<file path="config.mk">
export PLATFORM = sky130hd
export DESIGN_NAME = divided_clock_meter
export DESIGN_NICKNAME = d
export VERILOG_FILES = /design/src/rtl/clk_meter_pkg.sv /design/src/rtl/sync_edge_detect.sv /design/src/rtl/divided_clock_meter.sv
export SDC_FILE = /design/constraint.sdc
export NUM_CORES = 1
export LEC_CHECK = 0
export ABC_AREA = 1
export CORE_ASPECT_RATIO = 0.5
export CORE_UTILIZATION = 41
export DETAILED_ROUTE_END_ITERATION = 16
export PLACE_DENSITY = 0.63
export SLEW_MARGIN = 20
export SYNTH_ARGS = -nofsm -noshare
export SYNTH_HDL_FRONTEND = slang
export SYNTH_SLANG_ARGS = --single-unit
</file>
<file path="constraint.sdc">
create_clock -name clk -period 1.9 [get_ports clk]
set_input_delay 0.19 -clock clk [delete_from_list [all_inputs] [get_ports clk]]
set_output_delay 0.19 -clock clk [all_outputs]
set_load 0.01 [all_outputs]
</file>
<file path="src/rtl/clk_meter_pkg.sv">
// Shared types and defaults for the divided-clock meter.
package clk_meter_pkg;

    // Default half-period counter width and lock run length.
    localparam int unsigned CNT_W_DEF      = 8;
    localparam int unsigned LOCK_COUNT_DEF = 4;

    // LOCKED counts exactly like MEASURE; it only records that a lock run is in progress.
    typedef enum logic [1:0] {
        IDLE,
        ACQUIRE,
        MEASURE,
        LOCKED
    } meter_state_e;

endpackage

</file>
<file path="src/rtl/sync_edge_detect.sv">
// Brings the asynchronous divided clock into the clk domain through two flops
// and flags every toggle (rising or falling) of the synchronized level.
module sync_edge_detect (
    input  logic clk,
    input  logic rst,
    input  logic din,
    output logic toggle
);

    logic sync1;
    logic sync2;
    logic prev;

    // Two-stage synchronizer followed by a one-cycle-delayed copy for toggle detection.
    always_ff @(posedge clk) begin
        if (rst) begin
            sync1 <= 1'b0;
            sync2 <= 1'b0;
            prev  <= 1'b0;
        end else begin
            sync1 <= din;
            sync2 <= sync1;
            prev  <= sync2;
        end
    end

    // Any difference between the synchronized level and its previous value is an edge.
    always_comb begin
        toggle = sync2 ^ prev;
    end

endmodule

</file>
<file path="src/rtl/divided_clock_meter.sv">
// Measures the half-period of a divided clock returned from a pad or divider
// stage, decodes its divide factor, and reports lock and timeout status.
module divided_clock_meter
    import clk_meter_pkg::*;
#(
    parameter int unsigned CNT_W      = CNT_W_DEF,
    parameter int unsigned LOCK_COUNT = LOCK_COUNT_DEF
) (
    input  logic             clk,
    input  logic             rst,
    input  logic             enable,
    input  logic             clk_div_in,
    output logic [CNT_W-1:0] half_period,
    output logic [CNT_W-1:0] div_factor,
    output logic             meas_valid,
    output logic             locked,
    output logic             timeout
);

    localparam int unsigned      MW      = $clog2(LOCK_COUNT + 1);
    localparam logic [MW-1:0]    LOCK_M  = MW'(LOCK_COUNT);
    localparam logic [CNT_W-1:0] CNT_MAX = '1;
    localparam logic [CNT_W-1:0] CNT_ONE = CNT_W'(1);
    localparam logic [MW-1:0]    M_ONE   = MW'(1);

    meter_state_e     state;
    meter_state_e     state_n;
    logic [CNT_W-1:0] counter;
    logic [CNT_W-1:0] counter_n;
    logic [MW-1:0]    match_cnt;
    logic [MW-1:0]    match_n;
    logic [MW-1:0]    match_inc;
    logic [CNT_W-1:0] hp_n;
    logic [CNT_W-1:0] df_n;
    logic             mv_n;
    logic             locked_n;
    logic             timeout_n;
    logic             div_toggle;

    sync_edge_detect u_sync_edge_detect (
        .clk    (clk),
        .rst    (rst),
        .din    (clk_div_in),
        .toggle (div_toggle)
    );

    // Register state, counter, match count and all outputs; reset clears everything.
    always_ff @(posedge clk) begin
        if (rst) begin
            state       <= IDLE;
            counter     <= '0;
            match_cnt   <= '0;
            half_period <= '0;
            div_factor  <= '0;
            meas_valid  <= 1'b0;
            locked      <= 1'b0;
            timeout     <= 1'b0;
        end else begin
            state       <= state_n;
            counter     <= counter_n;
            match_cnt   <= match_n;
            half_period <= hp_n;
            div_factor  <= df_n;
            meas_valid  <= mv_n;
            locked      <= locked_n;
            timeout     <= timeout_n;
        end
    end

    // Next-state, measurement, lock tracking and timeout decisions.
    always_comb begin
        state_n   = state;
        counter_n = counter;
        match_n   = match_cnt;
        match_inc = M_ONE;
        hp_n      = half_period;
        df_n      = div_factor;
        mv_n      = 1'b0;
        locked_n  = locked;
        timeout_n = timeout;

        if (!enable) begin
            state_n   = IDLE;
            counter_n = '0;
            match_n   = '0;
            hp_n      = '0;
            df_n      = '0;
            locked_n  = 1'b0;
            timeout_n = 1'b0;
        end else begin
            unique case (state)
                IDLE: begin
                    state_n = ACQUIRE;
                end

                ACQUIRE: begin
                    // The first edge only starts timing; a pending timeout clears here.
                    if (div_toggle) begin
                        counter_n = CNT_ONE;
                        timeout_n = 1'b0;
                        state_n   = MEASURE;
                    end
                end

                MEASURE, LOCKED: begin
                    // An edge on the saturation cycle is a normal measurement, not a timeout.
                    if (div_toggle) begin
                        if (counter == half_period) begin
                            match_inc = (match_cnt == LOCK_M) ? LOCK_M : match_cnt + M_ONE;
                        end else begin
                            match_inc = M_ONE;
                        end
                        hp_n      = counter;
                        df_n      = counter - CNT_ONE;
                        mv_n      = 1'b1;
                        counter_n = CNT_ONE;
                        match_n   = match_inc;
                        locked_n  = (match_inc == LOCK_M);
                        state_n   = (match_inc == LOCK_M) ? LOCKED : MEASURE;
                    end else if (counter == CNT_MAX) begin
                        timeout_n = 1'b1;
                        locked_n  = 1'b0;
                        match_n   = '0;
                        counter_n = '0;
                        state_n   = ACQUIRE;
                    end else begin
                        counter_n = counter + CNT_ONE;
                    end
                end

                default: begin
                    state_n = IDLE;
                end
            endcase
        end
    end

endmodule
</file>
# After elaboration in Yosys (flattened, before gate mapping)
# Cells that the tools add are included.
# Widths: inputs -> output; s select.
word_totals:
  ramBits: 0
  memories: 0
  in_bits: 4
  register_bits: 35
  latchBits: 0
  romBits: 0
  wordCells: 62
op_classes:
  div_mod_pow: 0
  n_mux: 23
  bitwise_logic: 3
  reduce_logical: 11
  n_shift: 0
  mul: 0
  n_lt_le_gt_ge: 0
  addsub: 3
  n_eq_ne: 11
op_table:
  columns: ["op", "n"]
  rows:
  - ["$mux 8", 3]
  - ["$mux 3", 7]
  - ["$pmux 8 s2", 1]
  - ["$add 8x1->8 const B", 1]
  - ["$eq 8x8->1", 1]
  - ["$eq 8x8->1 const B", 1]
  - ["$reduce_and 2->1", 4]
  - ["$sub 8x1->8 const B", 1]
  - ["$mux 1", 7]
  - ["$eq 3x3->1 const B", 2]
  - ["$mux 2", 3]
  - ["$ne 2x2->1 const B", 3]
  - ["$pmux 2 s3", 1]
  - ["$eq 2x2->1 const B", 2]
  - ["$reduce_and 4->1", 1]
  - ["$reduce_bool 2->1", 2]
  - ["$reduce_or 2->1", 2]
  - ["$add 3x1->3 const B", 1]
  - ["$ne 3x3->1 const B", 1]
  - ["$reduce_or 3->1", 1]
  - ["$eq 2x1->1 const B", 1]
  - ["$logic_not 2->1", 1]
  - ["$not 1->1", 2]
  - ["$pmux 1 s2", 1]
  - ["$xor 1x1->1", 1]

# Longest topological paths before layout
# Gate-level depths: netlist (run 1).
logic_depth:
  word_depth: 10
  ltp_mapped: 11
  mapped_depth_nobuf: 10

# Modules after synthesis
# From an unflattened synthesis (run 1), not the netlist that was laid out.
hier_totals:
  hier_cells: 248
  hier_area_um2: 1727.9
by_module_without_submodules:
  columns: ["module", "instances", "cells_each", "seq_area_each_um2", "area_per_inst_um2"]
  rows:
  - ["divided_clock_meter", 1, 235, 640.6, 1630.3]
  - ["sync_edge_detect", 1, 13, 60.1, 97.6]

# Worst setup path after synthesis (run 1)
# Ideal clock, no wire load.
synth_path:
  path_type: "register to register"
  start: "reg counter[0]"
  end: "reg counter[3]"
  synth_period_minus_slack_ps: 1409
  setup_time_ps: 115
  stages_incl_launch_ff: 9
  t_arrival_ps: 1294
  slack_ps: 491
  required_ps: 1785
  cell_sequence: "dfxtp_1 ha_1 nand2_1 nor2_2 nand3_2 nor2_4 o21ai_1 nand3_1 nor2_1"
synth_between:
  elab_chain_len: 4
  elab_cells_between_ends: 5
  cone_classes: "add/sub: 1; eq/ne: 1; mux: 3"
synth_lines:
  columns: ["element", "line_no", "text"]
  rows:
  - ["from (decl)", "divided_clock_meter.sv:28", "logic [CNT_W-1:0] counter;"]
  - ["from (signal assigned)", "divided_clock_meter.sv:60", "counter <= counter_n;"]
  - ["$add 8x1->8 / $eq 8x8->1 (equally long branches)", "divided_clock_meter.sv:127, divided_clock_meter.sv:120", null]
  - ["$mux 8 (*)", "divided_clock_meter.sv:120", "end else if (counter == CNT_MAX) begin"]
  - ["$mux 8 (*)", "divided_clock_meter.sv:107", "if (div_toggle) begin"]
  - ["$pmux 8 s2 (*)", "divided_clock_meter.sv:91", "unique case (state)"]
# Every way passes the cells marked *; elsewhere a longest branch is shown, timed or not.
# A chain may end at the register's enable or synchronous reset.

# Final worst setup path (run 1)
layout_path:
  start: "reg counter[0]"
  end: "reg counter[7]"
# The elaborated chain is that of the path after synthesis.

==> results of run 1 <==
area by class of cell:
class | instances | area, sq um
sequential | 35 | 700.7
multi-input combinational | 164 | 815.8
clock buffer | 8 | 100.1
timing repair buffer | 27 | 257.7
fill | 363 | 1598
tap | 51 | 63.81
inverter | 33 | 123.9
sequential cells by signal (all words and copies together), names as in the netlist:
| name | cells |
|---|---|
| match_cnt | 3 |
| state | 2 |
| timeout | 1 |
| u_sync_edge_detect.sync1 | 1 |
| half_period | 8 |
| u_sync_edge_detect.sync2 | 1 |
| div_factor | 8 |
| meas_valid | 1 |
| u_sync_edge_detect.prev | 1 |
| locked | 1 |
| counter | 8 |
through the flow:
| stage | area (sq um) | power [W] | instances | util (%) |
|---|---|---|---|---|
| 2_1_floorplan | 1678 | 0.0007883 | 239 | - |
| 3_5_place_dp | 1962 | 0.0008082 | 310 | 53.61 |
| 6_report | 2062 | 0.001384 | 318 | 56.34 |
| 4_1_cts | 2062 | 0.001405 | 318 | 56.34 |
| 5_1_grt | 2062 | 0.001439 | 318 | 56.34 |
| 3_3_place_gp | 1962 | 0.0008074 | 310 | 53.61 |
power by group:
| part | internal (W) | switching [W] | leakage, nW |
|---|---|---|---|
| Sequential | 0.000738 | 0.00000367 | 0.283 |
| Combinational | 0.0000185 | 0.0000311 | 0.481 |
| Clock | 0.000331 | 0.000262 | 0.0515 |
cells by family after synthesis:
group,synth area share (%)
AO/OA/AOI/OAI,15.44
XOR/XNOR,3.057
adder cells (fa/ha/maj),2.983
buffers and inverters,9.619
flip-flops,41.76
AND/OR/NAND/NOR,27.14
critical path: stages, from the launching register on:
cell and delay (ns):
dfxtp_1 0.46, ha_1 0.22, nand2_1 0.09, nor2_2 0.16, nand3_2 0.11, nor2_4 0.15, o21ai_1 0.14, nand3_1 0.15
nor2_1 0.06
synthesized netlist by cell type (all sizes together):
| cell | count |
|---|---|
| a211oi | 3 |
| a21oi | 20 |
| a31oi | 4 |
| buf | 5 |
| clkbuf | 2 |
| dfxtp | 35 |
| ha | 4 |
| inv | 33 |
| nand2 | 63 |
| nand3 | 11 |
| nand3b | 1 |
| nor2 | 30 |
| nor3 | 2 |
| o211a | 1 |
| o211ai | 1 |
| o21ai | 17 |
| o2bb2ai | 1 |
| or2 | 1 |
| xor2 | 5 |
routing by layer:
| layer | wire length, um | vias up | track usage (%) |
|---|---|---|---|
| met5 | 0 | - | 0 |
| met1 | 2122 | 644 | 27.21 |
| met2 | 1338 | 30 | 24.44 |
| met4 | 61 | 0 | 8.438 |
| met3 | 157 | 8 | 5.340 |
| li1 | - | 810 | - |
cells in the final DEF, fill, tap and decap left out, drive strengths merged:
| cell | count |
|---|---|
| a211oi | 3 |
| a21oi | 20 |
| a31oi | 4 |
| buf | 5 |
| clkbuf | 8 |
| clkdlybuf4s50 | 22 |
| dfxtp | 35 |
| ha | 4 |
| inv | 33 |
| nand2 | 63 |
| nand3 | 11 |
| nand3b | 1 |
| nor2 | 30 |
| nor3 | 2 |
| o211a | 1 |
| o211ai | 1 |
| o21ai | 17 |
| o2bb2ai | 1 |
| or2 | 1 |
| xor2 | 5 |
path summary, 6_finish.rpt:
kind / to / slack (ns) / depth (start not counted)
setup / recovery: counter[7] / 0.24 / 8
hold / removal: u_sync_edge_detect.sync2 / 0.40 / 2
setup reg to reg: counter[7] / 0.24 / 8
hold reg to reg: u_sync_edge_detect.sync2 / 0.40 / 2
==> results.toml, run 1 <==
[timing]
fin_skew_ns = 0.004952
rsz0062_at_grt = "false"
tns_ns = 0
final_hold_viol_count = 0
fin_crit_ns = 1.655
max_freq_mhz = 604.1
max_slew.worst_pin.slew_ns = 0.3183
drv_slew = 0
setup-violations-final = 0
holdWs_ns = 0.4025
fin_crit_sh_pct = 87.12
fin_ws_ns = 0.2447
slew-limit-headroom_pct = 78.64

[synth]
syn_area_per_cell_sq_um = 7.020
synth_top_cell_by_area = "dfxtp_1"
ys_seq_area_share_pct = 41.76
synthesis.nets = 247
yosysWarnings = 0
syn_area_sq_um = 1678
yosys.cell_types.count = 28
syn_inst = 239
ys_ff_latch = 35
yosys.area.top_type_share_pct = 41.76
synth.area.top_cells = "dfxtp_1 42%, nand2_1 14%, inv_1 6.5%"

[detailed_routing]
wl_per_cell_um = 11.57
postRouteAntennaNets = 0
dr.pass1.iters = 4
vias_per_cell = 4.692
drt_iter0_markers = 75
drc = 0
vias = 1492
drt-total-wl_mm = 3.680

[critical_path]
crit_start = "counter[0]"
startpoint_type = "flip-flop"
critPathMaxFanout = 7
cp_data_required_time_ns = 2.08
critical_path_class = "reg2reg"
cp.arrival_ns = 1.84
r2r_start = "counter[0]"
worstSetupEndpointType = "flip-flop"

[clocking]
cts-resized-gates = 0
worstSkewPairLatency_ns = 0.29
root_buffer = "clkbuf_8"
cts_tree = "yes"
cts_inserted_buffers = 5
clkSinkCount = 35
h-tree-depth = 2
cts_setup_buffers = 0
hold_buffers = 0
clockBufferDepth = 2
cts.clk_slew.worst_paths_ns = 0.07

[global_routing]
overflow = 0
grt_first_pass_wirelength_mm = 5.713
grt_use_total_pct = 18.44
grt_pass1_vias = 1162
antenna_found_initial = 0
grt_max_degree = 19

[flow_run]
drv_cap = 0

[layout]
antennaDiodeCount = 0
final_layout_size_suffix_gt1_share_pct = 9.363
final_nets = 274
syn2layout_area_growth_pct = 22.89

[floorplanning]
start_util_pct = 45.85
fp.coreArea_sq_um = 3660
dieArea_sq_um = 4368
die_h_um = 47.24
die_w_um = 92.47
io_pins = 23
rows = 15

[power]
power_density_nw_per_um2 = 671.4
p_leak_nw = 0.8150
ir_drop_mv = 0.3245

[placed_design]
hpwl_mm = 2.687
place_ws_ns = 0.2629
port_buffers = 22
finalWeightedCongestion = 0.7977

[hold_path]
hp-class = "reg2reg"
holdCritStartpoint = "u_sync_edge_detect.sync1"

[outcome]
status = "finished, final reports clean"
No activity file was read; power rests on OpenSTA's default activity.
==> run 2, diff against run 1 <==
CELL_PAD_IN_SITES_DETAIL_PLACEMENT = 0   (was unset)
CELL_PAD_IN_SITES_GLOBAL_PLACEMENT = 1   (was unset)
CORE_UTILIZATION = 38   (was 41)
PLACE_DENSITY = 0.77   (was 0.63)
==> run 2 against run 1 <==
Effect of this change: cell area shrank 0.42%; flip-flop and latch count unchanged; via count is 1.6% higher; utilization decreased by 5.8 points; register-to-register slack got worse by 0.02 ns; sequential power about the same; critical endpoint unchanged.
==> results.toml, run 2 (synthesis results as in run 1) <==
[global_routing]
grt_max_degree = 19
grt_pass1_vias = 1310
overflow = 0
antenna_found_initial = 0
grt_first_pass_wirelength_mm = 6.389
grt_use_total_pct = 19.00

[timing]
fin_crit_ns = 1.680
fin_skew_ns = 0.005376
drv_slew = 0
max_freq_mhz = 595.2
slew-limit-headroom_pct = 75.24
fin_crit_sh_pct = 88.43
final_hold_viol_count = 0
setup-violations-final = 0
max_slew.worst_pin.slew_ns = 0.3711
tns_ns = 0
rsz0062_at_grt = "false"

[floorplanning]
rows = 16
die_h_um = 48.99
fp.coreArea_sq_um = 4064
dieArea_sq_um = 4701
io_pins = 23
die_w_um = 95.97
start_util_pct = 41.29

[hold_path]
min_path_cells = 2
hp-class = "reg2reg"
whs_endpoint = "u_sync_edge_detect.sync2"
holdCritStartpoint = "u_sync_edge_detect.sync1"

[critical_path]
crit_start = "counter[0]"
ff2ff_setup_slack_ns = 0.22
slowest_delay_ns = 0.46
cp_data_required_time_ns = 2.08
reg2reg_to = "counter[7]"
worstSetupEndpointType = "flip-flop"
cp_top_family = "simple AND/OR/NAND/NOR gates"
critical_path_class = "reg2reg"
startpoint_type = "flip-flop"
cp_cell_sequence = "ha_1 > nand2_1 > nor2_2 > nand3_2 > nor2_4 > o21ai_1 > nand3_1 > nor2_1"
cp_slowest_cell = "dfxtp_1"
ff2ff_path_depth = 8
r2r_start = "counter[0]"
cp_num_buf_inv = 0
cp.arrival_ns = 1.86
critPathMaxFanout = 7

[layout]
multi_input_area_sq_um = 815.8
stdcell_area_sq_um = 2053
reg_top3 = "counter: 8 flops, div_factor: 8 flops, half_period: 8 flops"
mostFrequentLayoutCells = "62 x nand2_1, 35 x dfxtp_1, 29 x inv_1"
syn2layout_area_growth_pct = 22.37
antennaDiodeCount = 0
layout_commonest_cell = "nand2_1"
final_layout_size_suffix_gt1_share_pct = 9.398
final_nets = 274
regArea_sq_um = 700.7
n_fill_cell = 416

[detailed_routing]
drt-total-wl_mm = 3.981
postRouteAntennaNets = 0
wl_per_cell_um = 12.44
vias_per_cell = 4.738
drc = 0
dr.pass1.iters = 4
drt_iter0_markers = 84
vias = 1516

[clocking]
worstSkewPairLatency_ns = 0.29
cts-resized-gates = 0
hold_buffers = 0
clkSinkCount = 35
h-tree-depth = 2
cts_tree = "yes"
root_buffer = "clkbuf_8"
cts.clk_slew.worst_paths_ns = 0.07
cts_inserted_buffers = 5
cts_setup_buffers = 0
clockBufferDepth = 2

[power]
power.total_w = 0.001342
ir_drop_mv = 0.4297
p_leak_nw = 0.8092
power_density_nw_per_um2 = 653.8

[placed_design]
finalWeightedCongestion = 0.8769
hpwl_mm = 2.967
port_buffers = 22
place_area_sq_um = 1966

[flow_run]
drv_cap = 0

[outcome]
status = "finished, final reports clean"
==> run 2: routing by layer <==
metal | wire [um] | track usage, % | vias to the layer above
met5 | 0 | 0 | -
met4 | 75 | 8.955 | 0
met3 | 183 | 6.075 | 8
met2 | 1465 | 24.17 | 31
met1 | 2256 | 28.23 | 666
li1 | - | - | 811
==> run 2: per-stage QoR <==
| stage | setup slack [ns] | cells | util (%) | hold slack, ns |
|---|---|---|---|---|
| 5_1_grt | 0.01974 | 320 | 50.52 | 0.4167 |
| 4_1_cts | 0.2400 | 320 | 50.52 | 0.4013 |
| 3_5_place_dp | 0.2368 | 313 | 48.37 | 0.3988 |
| 6_report | 0.2199 | 320 | 50.52 | 0.4041 |
| 3_3_place_gp | 0.3202 | 313 | 48.37 | 0.3913 |
| 2_1_floorplan | 0.4907 | 239 | - | 0.2612 |
==> run 2: cell type report <==
cell class,instances,share of cell area (%)
clock buffer,6,4.022
clock inverter,1,0.2438
inverter,33,6.033
multi-input combinational,164,39.73
sequential,35,34.13
tap,54,3.291
timing repair buffer,27,12.55
==> run 2: how the worst max path moves through the flow <==
stage,to,slack (ns),cells after the start
6_report,counter[7],0.22,8
3_3_place_gp,state[0],0.32,10
2_1_floorplan,counter[3],0.49,8
3_5_place_dp,counter[7],0.24,8
5_1_grt,state[0],0.02,10
4_1_cts,counter[7],0.24,8
==> run 2: tightest hold or removal path, delay by kind of cell, from the launching register on <==
| kind | cells | cell delay [ns] |
|---|---|---|
| buffers and inverters | 1 | 0.04 |
| DFF | 1 | 0.30 |
| and+or+nand+nor | 1 | 0.03 |
==> run 2: report_power, final <==
part	switching (W)	total [W]	internal, W
Clock	0.000265	0.000550	0.000284
Sequential	0.00000364	0.000742	0.000738
Combinational	0.0000322	0.0000508	0.0000186
==> run 3, diff against run 2 <==
CAP_MARGIN = 25   (was unset)
==> results of run 3 <==
Final layout, timing and power as in run 2 (identical DEF).
